[config.mk]
export PLATFORM = sky130hd
export DESIGN_NAME = cam_capture_ctrl
export DESIGN_NICKNAME = d
export VERILOG_FILES = /design/src/rtl/cam_pkg.sv /design/src/rtl/cam_sync_edge.sv /design/src/rtl/cam_capture_ctrl.sv
export SDC_FILE = /design/constraint.sdc
export NUM_CORES = 1
export LEC_CHECK = 0
export ABC_AREA = 0
export CORE_MARGIN = 2
export CORE_UTILIZATION = 45
export DETAILED_ROUTE_END_ITERATION = 6
export GPL_TIMING_DRIVEN = 0
export PLACE_DENSITY = 0.75
export SYNTH_ARGS = -nofsm -noshare
export SYNTH_HDL_FRONTEND = slang
export SYNTH_SLANG_ARGS = --single-unit
[constraint.sdc]
create_clock -name Pclk -period 2.3 [get_ports Pclk]
set_input_delay 0.69 -clock Pclk [delete_from_list [all_inputs] [get_ports Pclk]]
set_output_delay 0.69 -clock Pclk [all_outputs]
set_load 0.01 [all_outputs]
[src/rtl/cam_pkg.sv]
// Shared types and defaults for the OV7670 frame capture sequencer.
package cam_pkg;

  typedef enum logic [1:0] {
    IDLE    = 2'd0,
    WAIT_VS = 2'd1,
    CAPTURE = 2'd2,
    DONE    = 2'd3
  } cam_state_e;

  localparam int H_BYTES_DEF = 320;  // 160 px x 2 bytes
  localparam int V_LINES_DEF = 120;

  // OV7670 default polarities: Vsync high during blanking, Href high on valid bytes
  localparam logic VSYNC_BLANK = 1'b1;
  localparam logic HREF_ACTIVE = 1'b1;

endpackage

[src/rtl/cam_sync_edge.sv]
// Single-register edge detector; rise/fall are combinational against the registered copy.
module cam_sync_edge (
  input  logic clk,
  input  logic rst,
  input  logic din,
  output logic q,
  output logic rise,
  output logic fall
);

  always_ff @(posedge clk) begin
    if (rst) q <= 1'b0;
    else     q <= din;
  end

  assign rise = ~q & din;
  assign fall = q & ~din;

endmodule

[src/rtl/cam_capture_ctrl.sv]
// Frame-level sequencer for the OV7670 capture path (Pclk domain).
// Optional geometry checking is built when CAM_GEOM_CHECK_EN is defined.
module cam_capture_ctrl
  import cam_pkg::*;
#(
  parameter int H_BYTES = H_BYTES_DEF,
  parameter int V_LINES = V_LINES_DEF,
  parameter int TMO_W   = 20,
  parameter int FCNT_W  = 8
) (
  input  logic              Pclk,
  input  logic              rst,
  input  logic              Vsync,
  input  logic              Href,
  input  logic              start,
  input  logic              continuous,
  input  logic              stop,
  output logic              cap_en,
  output logic              addr_clr,
  output logic              busy,
  output logic              frame_done,
  output logic [FCNT_W-1:0] frame_cnt,
  output logic [7:0]        line_cnt,
  output logic              err_timeout,
  output logic              err_geom
);

  cam_state_e       state, state_nxt;
  logic             cont_q, stop_pend, tmo_hit;
  logic [TMO_W-1:0] tmo;

  // Normalise polarity so the FSM sees "in blanking" and "byte valid"
  logic vs_blank, hr_act;
  assign vs_blank = (Vsync == VSYNC_BLANK);
  assign hr_act   = (Href == HREF_ACTIVE);

  logic vs_q, vs_rise, vs_fall;
  logic hr_q, hr_rise_unused, hr_fall;

  cam_sync_edge u_vs_edge (
    .clk  (Pclk),
    .rst  (rst),
    .din  (vs_blank),
    .q    (vs_q),
    .rise (vs_rise),
    .fall (vs_fall)
  );

  cam_sync_edge u_hr_edge (
    .clk  (Pclk),
    .rst  (rst),
    .din  (hr_act),
    .q    (hr_q),
    .rise (hr_rise_unused),
    .fall (hr_fall)
  );

  logic stop_now;
  assign stop_now = stop | stop_pend;

  always_comb begin
    state_nxt = state;
    tmo_hit   = 1'b0;
    case (state)
      IDLE:    if (start) state_nxt = WAIT_VS;
      WAIT_VS: begin
        if (vs_fall)       state_nxt = CAPTURE;
        else if (stop_now) state_nxt = IDLE;
        else if (&tmo) begin
          state_nxt = IDLE;
          tmo_hit   = 1'b1;
        end
      end
      CAPTURE: if (vs_rise) state_nxt = DONE;
      DONE:    state_nxt = (cont_q && !stop_now) ? WAIT_VS : IDLE;
      default: state_nxt = IDLE;
    endcase
  end

  // Outputs are registered from the next state so they line up with the state register
  always_ff @(posedge Pclk) begin
    if (rst) begin
      state       <= IDLE;
      cont_q      <= 1'b0;
      stop_pend   <= 1'b0;
      tmo         <= '0;
      cap_en      <= 1'b0;
      addr_clr    <= 1'b0;
      busy        <= 1'b0;
      frame_done  <= 1'b0;
      frame_cnt   <= '0;
      line_cnt    <= '0;
      err_timeout <= 1'b0;
    end else begin
      state      <= state_nxt;
      cap_en     <= (state_nxt == CAPTURE);
      busy       <= (state_nxt != IDLE);
      frame_done <= (state_nxt == DONE);
      addr_clr   <= (state == WAIT_VS) && (state_nxt == CAPTURE);

      if (state == IDLE && start) begin
        cont_q      <= continuous;
        frame_cnt   <= '0;
        err_timeout <= 1'b0;
        tmo         <= '0;
      end
      if (state == WAIT_VS) tmo <= tmo + 1'b1;
      if (state == DONE)    tmo <= '0;
      if (tmo_hit)          err_timeout <= 1'b1;

      if (state == CAPTURE && state_nxt == DONE) frame_cnt <= frame_cnt + 1'b1;

      if (state_nxt == IDLE)            stop_pend <= 1'b0;
      else if (stop && state != IDLE)   stop_pend <= 1'b1;

      if (state == WAIT_VS && vs_fall)
        line_cnt <= '0;
      else if (state == CAPTURE && hr_fall && line_cnt != 8'hFF)
        line_cnt <= line_cnt + 1'b1;
    end
  end

`ifdef CAM_GEOM_CHECK_EN
  logic [8:0] byte_cnt;

  always_ff @(posedge Pclk) begin
    if (rst) begin
      byte_cnt <= '0;
      err_geom <= 1'b0;
    end else begin
      if (state == IDLE && start) err_geom <= 1'b0;
      if (state == WAIT_VS && vs_fall) begin
        byte_cnt <= '0;
      end else if (state == CAPTURE) begin
        // hr_fall implies Href already low, so the line total is final here
        if (hr_fall) begin
          if (int'(byte_cnt) != H_BYTES) err_geom <= 1'b1;
          byte_cnt <= '0;
        end else if (hr_act) begin
          byte_cnt <= byte_cnt + 1'b1;
        end
        if (vs_rise && int'(line_cnt) != V_LINES) err_geom <= 1'b1;
      end
    end
  end
`else
  localparam int GEOM_UNUSED = H_BYTES + V_LINES;
  assign err_geom = 1'b0;
`endif

endmodule

* After elaboration in Yosys (flattened, before gate mapping)
Index checks and enable logic that the tools add are counted.
** Operators by class
- $add $sub $neg :: 3
- Equality and inequality tests :: 6
- Reduce and logical (&&, ||, !) cells :: 20
- Muxes and demuxes :: 17
- Bitwise operators :: 7
** Operators by type and width (number)
- 20-bit two-way mux :: 2
- 20-bit by 1-bit adder with 20-bit output (second input constant) :: 1
- 20-bit AND reduction :: 1
- 8-bit by 1-bit adder with 8-bit output (second input constant) :: 2
- 8-bit two-way mux :: 2
- 2-bit two-way mux :: 5
- 2-bit nonzero test :: 5
- 2-bit == test (second input constant) :: 4
- 1-bit logical AND :: 8
- 8-bit != test (second input constant) :: 1
- 2-bit one-hot mux with 4 select lines :: 1
- 1-bit two-way mux :: 7
- 2-bit OR reduction :: 3
- 2-bit zero test :: 2
- 1-bit bitwise AND :: 3
- 1-bit inverter :: 3
- 2-bit by 1-bit == test with 1-bit output (second input constant) :: 1
- 1-bit zero test :: 1
- 1-bit bitwise OR :: 1
** Storage, ports and cells
- Word-level logic and storage cells :: 66
- Bits in registers :: 47
- Output and inout bits :: 22
- Bits of input ports :: 7

* Logic depth before layout (Yosys ltp)
- Depth after elaboration :: 8
- Mapped depth :: 6
- Gate-level depth less buffers :: 5

* Modules after synthesis
Synthesis repeated with hierarchy kept, for this count alone.
** Second synthesis, totals
- Cells, all modules :: 267
- Area, all modules :: 2309.7 µm²
** By module, submodules not included
- cam_capture_ctrl :: sequential area each 900.9 µm², area each 2232.1 µm², cells each 259, times used 1
- cam_sync_edge :: sequential area each 20.0 µm², area each 38.8 µm², cells each 4, times used 2

* Worst setup path after synthesis
OpenSTA, ideal clock, no wires.
- Path kind :: input port to flip-flop
- From :: input port start
- To :: register cap_en
- Arrival :: 1.780 ns
- Data required time :: 2.184 ns
- Path slack :: 0.404 ns
- Stages :: 6
- Setup time :: 0.116 ns
- Path through :: or3b_1 > clkbuf_1 > and2_1 > clkbuf_1 > and2_1 > and3b_1
** On the way
- Cells in the longest elaborated chain, start to end :: 3
** Ends and longest elaborated chain
- start: declaration :: line cam_capture_ctrl.sv:15 : input logic start,
- 2-bit two-way mux :: line cam_capture_ctrl.sv:65 : IDLE: if (start) state_nxt = WAIT_VS;
- 2-bit one-hot mux with 4 select lines :: line cam_capture_ctrl.sv:64 : case (state)
- 2-bit == test :: line cam_capture_ctrl.sv:96 : cap_en <= (state_nxt == CAPTURE);
- end signal: assignment :: line cam_capture_ctrl.sv:96
- end: declaration :: line cam_capture_ctrl.sv:18 : output logic cap_en,
Every way passes these cells.
A chain may end at the register's enable or synchronous reset.

* Worst setup path after layout
Ends and elaborated chain as after synthesis.

==> key figures <==
Power
  – Pwr Total: 1.43 mW
  – VDD IR max: 282 uV
  – Clock power frac: 34.4%
  – Logic gate share of total power: 7.6%
  – Sequential share of power: 58.0%
  – Lkg Pwr: 0.915 nW
  – P_sw: 0.352 mW
  – P per Cell Area: 527 nW/um^2
  – Int Pwr: 1.08 mW
  – Switching share of power: 24.6%

Worst setup path
  – Crit Path Max Fanout: 8
  – Crit path DAT: 2.42 ns
  – R2r startpoint: tmo[0]
  – Setup crit start: start
  – Critical R2R Capture: tmo[16]
  – CP Class: input port to flip-flop
  – Worst Setup End Kind: flip-flop
  – FF-to-FF path depth: 6
  – CP Data Required Time: 2.50 ns
  – R2r setup slk: 0.33 ns
  – CP Launch Type: input port
  – CP endpoint: cap_en

Yosys
  – Post-Synth Simple-Gate Area: 29.7%
  – Yosys cell types: 49
  – Synthesis-stage register bit count: 47
  – Mapped Area: 2270 sq um
  – Asr flop ratio synth: 0%
  – Post-Syn Area per Cell: 8.45 sq um
  – Post-Synthesis Cells: 269
  – Largest family of logic cells by synthesized area: simple AND/OR/NAND/NOR gates
  – Ys flop type: dfxtp_1
  – Area contributors post-synth: dfxtp_1 41%, a21oi_1 6.2%, nor2_1 4.6%
  – Top cell type's share of synthesized area: 41.4%
  – Synth Area in Adders: 1.65%
  – YS warnings: 0
  – Yosys top cell by area: dfxtp_1
  – Number of flops mapped to enable cells by yosys: 0
  – Seq/Total Area, Yosys: 41.4%
  – XOR/XNOR share of the synthesized area: 1.93%
  – Complex-gate fraction of the synthesized area: 19.5%
  – Multiplexer share of the synthesized area: 1.76%
  – Syn nets: 279

CTS
  – Clk slew on worst S/H paths: 0.09 ns
  – CTS sink count: 47
  – Worst-skew pair later-pin latency: 0.30 ns
  – Maximum clock path buffer count: 2
  – Post-cts resize count: 0
  – CTS tree: built
  – Post-CTS setup buffers: 0
  – Post-CTS Hold Fix Bufs: 0
  – H-Tree Depth: 2
  – Clk root buf: clkbuf_8
  – CTS Buf Count: 5

Floorplanning
  – FP Rows: 25
  – Starting Density: 47.5%
  – I/O Pins: 29
  – Die Area: 5630 sq um
  – Die Span Y: 75.1 microns
  – Chip width: 75.1 microns
  – Core area: 4790 sq um

Route
  – Vias/cell: 5.76
  – Post-route DRC: 0
  – WL per Instance: 13.9 microns
  – Iter 0 DRT Violations: 115
  – Antenna Nets Post-Route: 0
  – WL final: 5130 microns
  – Via count: 2130
  – DRT Pass-1 Iters: 4

STA
  – Crit share post-route: 96.7%
  – Setup ws final: 0.0758 ns
  – Slew Limit Fails: 0
  – Final Skew: 0.00610 ns
  – Final Setup Violations: 0
  – Fmax: 0.450 GHz
  – Tmin final: 2.22 ns
  – Hold slack: 0.492 ns
  – Final hold vios: 0
  – RSZ-0062 raised after global routing: false

Global route
  – Initial antenna violation count: 0
  – First-pass GRT wire length: 8650 microns
  – Vias in the first global route: 1891
  – Global Route Usage Sum: 19.7%
  – Largest net degree at the start of global routing: 15
  – Global route overflow: 0

Placement
  – DP Cell Count: 363
  – Post-place setup slack: -0.391 ns
  – Routability cong.: 0.778
  – HPWL Detailed: 3530 microns
  – Port bufs: 27

Finish
  – Ant. Diodes: 0
  – Nets: 312
  – Most common cell after layout, fill and taps aside: dfxtp_1
  – Layout cells sized above 1: 6.93%
  – Synthesis-to-finish area growth: 19.3%
  – Fillers: 436
  – Fin util: 56.6%
  – Non-filler cells, final: 370
  – Most frequent cells in the layout: 47 x dfxtp_1, 28 x a21oi_1, 28 x nor2_1

Outcome
  – Outcome: finished, final reports clean

Job
  – Max capacitance violation total: 0

Min path
  – Worst hold path class: flip-flop to flip-flop
critical path, stage by stage:
cell and delay [ns]:
clkdlybuf4s50_1 0.55, or3b_4 0.46, and2_1 0.16, clkbuf_1 0.17, and2_1 0.22, and3b_1 0.17
metal layers:
metal  share of wire, %  vias up  global-route usage, %
li1                   -     1070                      -
met1                 47     1000                   26.0
met3                5.4       10                   5.35
met5                  0        -                      0
met4                1.9        0                   8.33
met2                 46       50                   30.4
state kept, by name, summed over array words and instances (netlist names), 2 cells and up:
| register | count |
|---|---|
| frame_cnt | 8 |
| tmo | 20 |
| state | 2 |
| line_cnt | 8 |
area by class of cell:
type,instances,area (sq um),area share [%]
Multi-Input combinational cell,201,1240,45.9
Sequential cell,47,941,34.7
Timing Repair Buffer,27,270,9.97
Tap cell,67,83.8,3.09
Clock buffer,6,72.6,2.68
Buffer,14,62.6,2.31
Inverter,6,22.5,0.831
Clock inverter,2,12.5,0.462
cell families (layout without fill, tap and decap cells):
family                     after synthesis  in the layout
xor gates and xnor gates                 5              5
buffers and inverters                   21             55
DFF                                     47             47
other                                    1              1
and+or+nand+nor                        119            119
AOI/OAI and AO/OA                       69             69
muxes                                    4              4
adders and majority gates                3              3
power by group through the flow:
| stage | clock, mW | sequential (mW) | combinational (mW) |
|---|---|---|---|
| 2_1_floorplan | 0 | 0.848 | 0.0665 |
| 3_3_place_gp | 0 | 0.848 | 0.106 |
| 3_5_place_dp | 0 | 0.848 | 0.107 |
| 4_1_cts | 0.507 | 0.829 | 0.106 |
| 5_1_grt | 0.530 | 0.831 | 0.119 |
| 6_report | 0.491 | 0.829 | 0.108 |
how the worst min path moves through the flow:
| stage | startpoint | end | slack (ns) | cells past startpoint |
|---|---|---|---|---|
| final | tmo[18] | tmo[18] | 0.49 | 2 |
| after global routing | tmo[19] | tmo[19] | 0.51 | 1 |
| after CTS | tmo[18] | tmo[18] | 0.49 | 2 |
| after detailed placement | tmo[18] | tmo[18] | 0.48 | 2 |
| after global placement | tmo[19] | tmo[19] | 0.47 | 1 |
| after floorplan | tmo[19] | tmo[19] | 0.45 | 1 |
synthesized netlist by cell type, drive strengths merged, types with 6 or more instances:
cell type   n
nand3      13
nand2      16
dfxtp      47
or3         9
o21ai      10
and3        8
and4        6
inv         6
nand4       7
o211ai      6
or4         6
a21oi      28
buf         6
clkbuf      9
nor2       28
a311oi      6
stage by stage:
stage | area, sq um | setup TNS (ns)
after floorplan | 2270 | 0
after global placement | 2630 | -5.57
after detailed placement | 2630 | -5.97
after CTS | 2710 | 0
after global routing | 2710 | 0
final | 2710 | 0
(Power assumes the default switching activity.)
